[src/rtl/branch_resolver_pkg.sv]
// branch_resolver_pkg: result codes, counter reset value and tracking-entry type
package branch_resolver_pkg;
  localparam int BHT_IDX_BITS = 6;
  localparam logic [2:0] RES_NONE       = 3'b000;
  localparam logic [2:0] RES_TAKEN_OK   = 3'b001;
  localparam logic [2:0] RES_NT_OK      = 3'b010;
  localparam logic [2:0] RES_MISPREDICT = 3'b100;
  localparam logic [1:0] CTR_WEAK_NT    = 2'b01;
  typedef struct packed {
    logic                    valid;
    logic [BHT_IDX_BITS-1:0] idx;
    logic                    pred;
  } track_t;
endpackage

[src/rtl/branch_resolver_bht_counter_table.sv]
// bht_counter_table: 2-bit saturating counters, async read, sync update and reset
module bht_counter_table
  import branch_resolver_pkg::*;
#(
  parameter int IDX_BITS = BHT_IDX_BITS
) (
  input  logic                clk,
  input  logic                rst,
  input  logic [IDX_BITS-1:0] rd_idx,
  output logic [1:0]          rd_ctr,
  input  logic                wr_en,
  input  logic [IDX_BITS-1:0] wr_idx,
  input  logic                wr_taken
);
  logic [1:0] bht [2**IDX_BITS];
  logic [1:0] cur, nxt;
  assign rd_ctr = bht[rd_idx];
  assign cur = bht[wr_idx];
  always_comb
    nxt = wr_taken ? ((cur == 2'b11) ? cur : cur + 2'd1)
                   : ((cur == 2'b00) ? cur : cur - 2'd1);
  always_ff @(posedge clk) begin
    if (rst) begin
      for (int i = 0; i < 2**IDX_BITS; i++) bht[i] <= CTR_WEAK_NT;
    end else if (wr_en) begin
      bht[wr_idx] <= nxt;
    end
  end
endmodule

[src/rtl/branch_resolver.sv]
// branch_resolver: BHT prediction at fetch, D/X tracking, X-stage resolution and training
module branch_resolver
  import branch_resolver_pkg::*;
#(
  parameter int IDX_BITS = BHT_IDX_BITS,
  parameter int PC_WIDTH = 32
) (
  input  logic                clk,
  input  logic                rst,
  input  logic [PC_WIDTH-1:0] f_pc,
  input  logic                f_valid,
  input  logic                stall,
  input  logic                x_is_branch,
  input  logic                x_taken,
  output logic                predict_taken,
  output logic [2:0]          result
);
  track_t d, x;
  logic [IDX_BITS-1:0] idx;
  logic [1:0] rd_ctr;
  logic mispredict, unused_pc;
  assign idx = f_pc[IDX_BITS+1:2];
  assign unused_pc = ^{f_pc[PC_WIDTH-1:IDX_BITS+2], f_pc[1:0], rd_ctr[0]};
  assign predict_taken = rd_ctr[1];
  always_comb
    result = (!x.valid || !x_is_branch) ? RES_NONE
           : (x.pred != x_taken)        ? RES_MISPREDICT
           : x_taken                    ? RES_TAKEN_OK
           :                              RES_NT_OK;
  assign mispredict = result == RES_MISPREDICT;
  bht_counter_table #(.IDX_BITS(IDX_BITS)) u_bht (
    .clk      (clk),
    .rst      (rst),
    .rd_idx   (idx),
    .rd_ctr   (rd_ctr),
    .wr_en    (!stall && x.valid && x_is_branch),
    .wr_idx   (x.idx),
    .wr_taken (x_taken)
  );
  // a mispredict squashes both in-flight entries, including this cycle's fetch
  always_ff @(posedge clk) begin
    if (rst) begin
      d <= '0;
      x <= '0;
    end else if (!stall) begin
      x <= mispredict ? '0 : d;
      d <= mispredict ? '0 : '{valid: f_valid, idx: idx, pred: predict_taken};
    end
  end
endmodule

[config.mk]
export PLATFORM = sky130hd
export DESIGN_NAME = branch_resolver
export DESIGN_NICKNAME = d
export VERILOG_FILES = /design/src/rtl/branch_resolver_pkg.sv /design/src/rtl/branch_resolver_bht_counter_table.sv /design/src/rtl/branch_resolver.sv
export SDC_FILE = /design/constraint.sdc
export NUM_CORES = 1
export LEC_CHECK = 0
export CAP_MARGIN = 20
export CORE_ASPECT_RATIO = 0.75
export CORE_MARGIN = 5
export CORE_UTILIZATION = 60
export DETAILED_ROUTE_END_ITERATION = 7
export PLACE_DENSITY = 0.84
export SETUP_SLACK_MARGIN = 0.05
export SLEW_MARGIN = 30
export SYNTH_ARGS = -nofsm -noshare
export SYNTH_HDL_FRONTEND = slang
export SYNTH_HIERARCHICAL = 1
export SYNTH_SLANG_ARGS = --single-unit
export TNS_END_PERCENT = 30
[constraint.sdc]
create_clock -name clk -period 3.8 [get_ports clk]
set_input_delay 0.38 -clock clk [delete_from_list [all_inputs] [get_ports clk]]
set_output_delay 0.38 -clock clk [all_outputs]
set_load 0.05 [all_outputs]
==> impl_metrics.toml <==
[timing]
max_slew_margin = 0.450
max_freq_mhz = 278
finClkSkew_ns = 0.0133
worstMarginPinSlew_ns = 0.826
layout_min_cycle_time_ns = 3.60
hold_viol = 0
slew_violations = 0
rsz0062_at_grt = "no"
setup_tns_ns = 0
fin_crit_sh = 0.946
setup_violations = 0

[worst_setup_path]
path_cells = "buf_4 -> mux2i_1 -> o2bb2ai_1 -> a221oi_1 -> o22a_1 -> and4b_1 -> maj3_2 -> buf_4 -> nor3_1"
cp_top_family = "flip-flops"
crit_path_top_delay_cell = "dfxtp_2"
critPathArrivalTime_ns = 3.74
worst-path-buf-inv = 2
crit_path_max_fanout = 29
critPathRequiredTime_ns = 3.94
cpPeakStageDelay_ns = 0.87
endpoint_kind = "register"
crit_top_cell = "buf_4"
cp-start-kind = "register"
critPathKind = "register to register"

[clocking]
cts_hold_buffers = 0
clk_latency_ns = 0.43
clkSlewWorstSetupHoldPaths_ns = 0.07
post_cts_buffers = 0
cts_buffers = 17
cts_tree = "yes"
cts_resized = 0
cts_buffer_depth = 2
root_buffer = "clkbuf_16"
cts_sinks = 144
htree_levels = 4

[die]
core_area_um2 = 13000
die_area_um2 = 15600
initial_core_util = 0.611
rows = 36
die_w_um = 143
chipHeight_um = 110
ios = 42

[place]
post-dp-hpwl_um = 14300
port_buffers = 15
gp_congestion = 0.986
place_area_um2 = 8080

[synthesis]
ys_warn_count = 6
syn_inst = 682
syn_avg_cell_area_um2 = 11.6
synth_fp_nets = 722
synth_area_um2 = 7920

[drt]
vias_per_cell = 7.27
first_pass_iters = 7
drc = 0
drt_iter0_markers = 1279
vias = 6238
routedWlPerCell_um = 25.7
antenna_left = 0
finalWirelength_um = 22100

[pwr]
p_sw_mw = 1.01
powerDensity_nw_per_um2 = 440
p_sw_frac = 0.265
pwr-share-seq = 0.466
internal_power_mw = 2.80
p_comb_frac = 0.103
peakVddDrop_mv = 0.384
power_frac_clock = 0.431
p_leak_nw = 2.60

[hold_path]
min_path_type = "register to register"

[global_routing]
grt_usage = 0.293
antenna_found_initial = 1
grt_pass1_wl_um = 33900
grt_max_degree = 65
grt_overflow = 0
grt_pass1_vias = 6093

[cells_and_area]
antenna-diode-count = 0
final_cell_mix = "edfxtp_1 (128), nand2_1 (60), nor2_1 (51), nand3_1 (49), o21ai_0 (46)"
fin_area_um2 = 8660
layout.nets = 714
areaGrowthSynthToFinish_pct = 9.38
layout_commonest_cell = "edfxtp_1"
drive_gt1_frac = 0.186

[status]
outcome = "finished, final reports clean"

[flow_run]
drv_cap = 0
-- area by class of cell --
cell class / instances / area, um2
clock buffers: 17 / 425
clock inverters: 15 / 154
fillers: 920 / 4310
inverters: 9 / 33.8
multi-input cells: 449 / 3210
flip-flops and latches: 144 / 4170
well taps: 171 / 214
repair buffers: 53 / 458
-- layer usage --
metal,vias up,track usage,share of wire
li1,2590,-,-
met1,2940,0.388,0.34
met2,590,0.426,0.44
met3,116,0.120,0.17
met4,2,0.136,0.046
met5,-,0,0.00041
-- registers in the layout, summed over array words and instances, names as in the netlist --
signal / flops
u_bht/bht: 128
d: 8
x: 8
-- final timing paths --
path	start	cells past startpoint	slack, ns	endpoint
max	x[3]$_SDFFE_PP0N_	9	0.20	u_bht/bht[45][1]$_SDFFCE_PN0P_
min	d[0]$_SDFFE_PP0N_	2	0.53	x[0]$_SDFFE_PP0N_
max reg2reg	x[3]$_SDFFE_PP0N_	9	0.20	u_bht/bht[45][1]$_SDFFCE_PN0P_
min reg2reg	d[0]$_SDFFE_PP0N_	2	0.53	x[0]$_SDFFE_PP0N_
-- tightest hold or removal path, cell delays in order (launching register included) --
cell      delay (ns)
dfxtp_1         0.31
mux2i_1         0.12
a211oi_1        0.06
-- metrics by stage --
step | power [mW] | hold WS [ns] | utilization | setup WS, ns | cells
floorplan | 2.11 | 0.509 | - | 1.09 | 682
global placement | 2.17 | 0.520 | 0.623 | 0.555 | 826
detailed placement | 2.18 | 0.525 | 0.623 | 0.478 | 826
CTS | 3.80 | 0.539 | 0.668 | 0.416 | 858
global route | 3.90 | 0.568 | 0.668 | 0.222 | 858
finish | 3.81 | 0.530 | 0.668 | 0.203 | 858
-- power groups by stage --
stage | Combinational (mW) | Clock (mW) | Sequential (mW)
4_1_cts | 0.378 | 1.65 | 1.77
3_5_place_dp | 0.375 | 0 | 1.81
2_1_floorplan | 0.314 | 0 | 1.79
3_3_place_gp | 0.363 | 0 | 1.80
5_1_grt | 0.410 | 1.72 | 1.78
6_report | 0.394 | 1.64 | 1.78
Power figures use the tool's default switching activity.
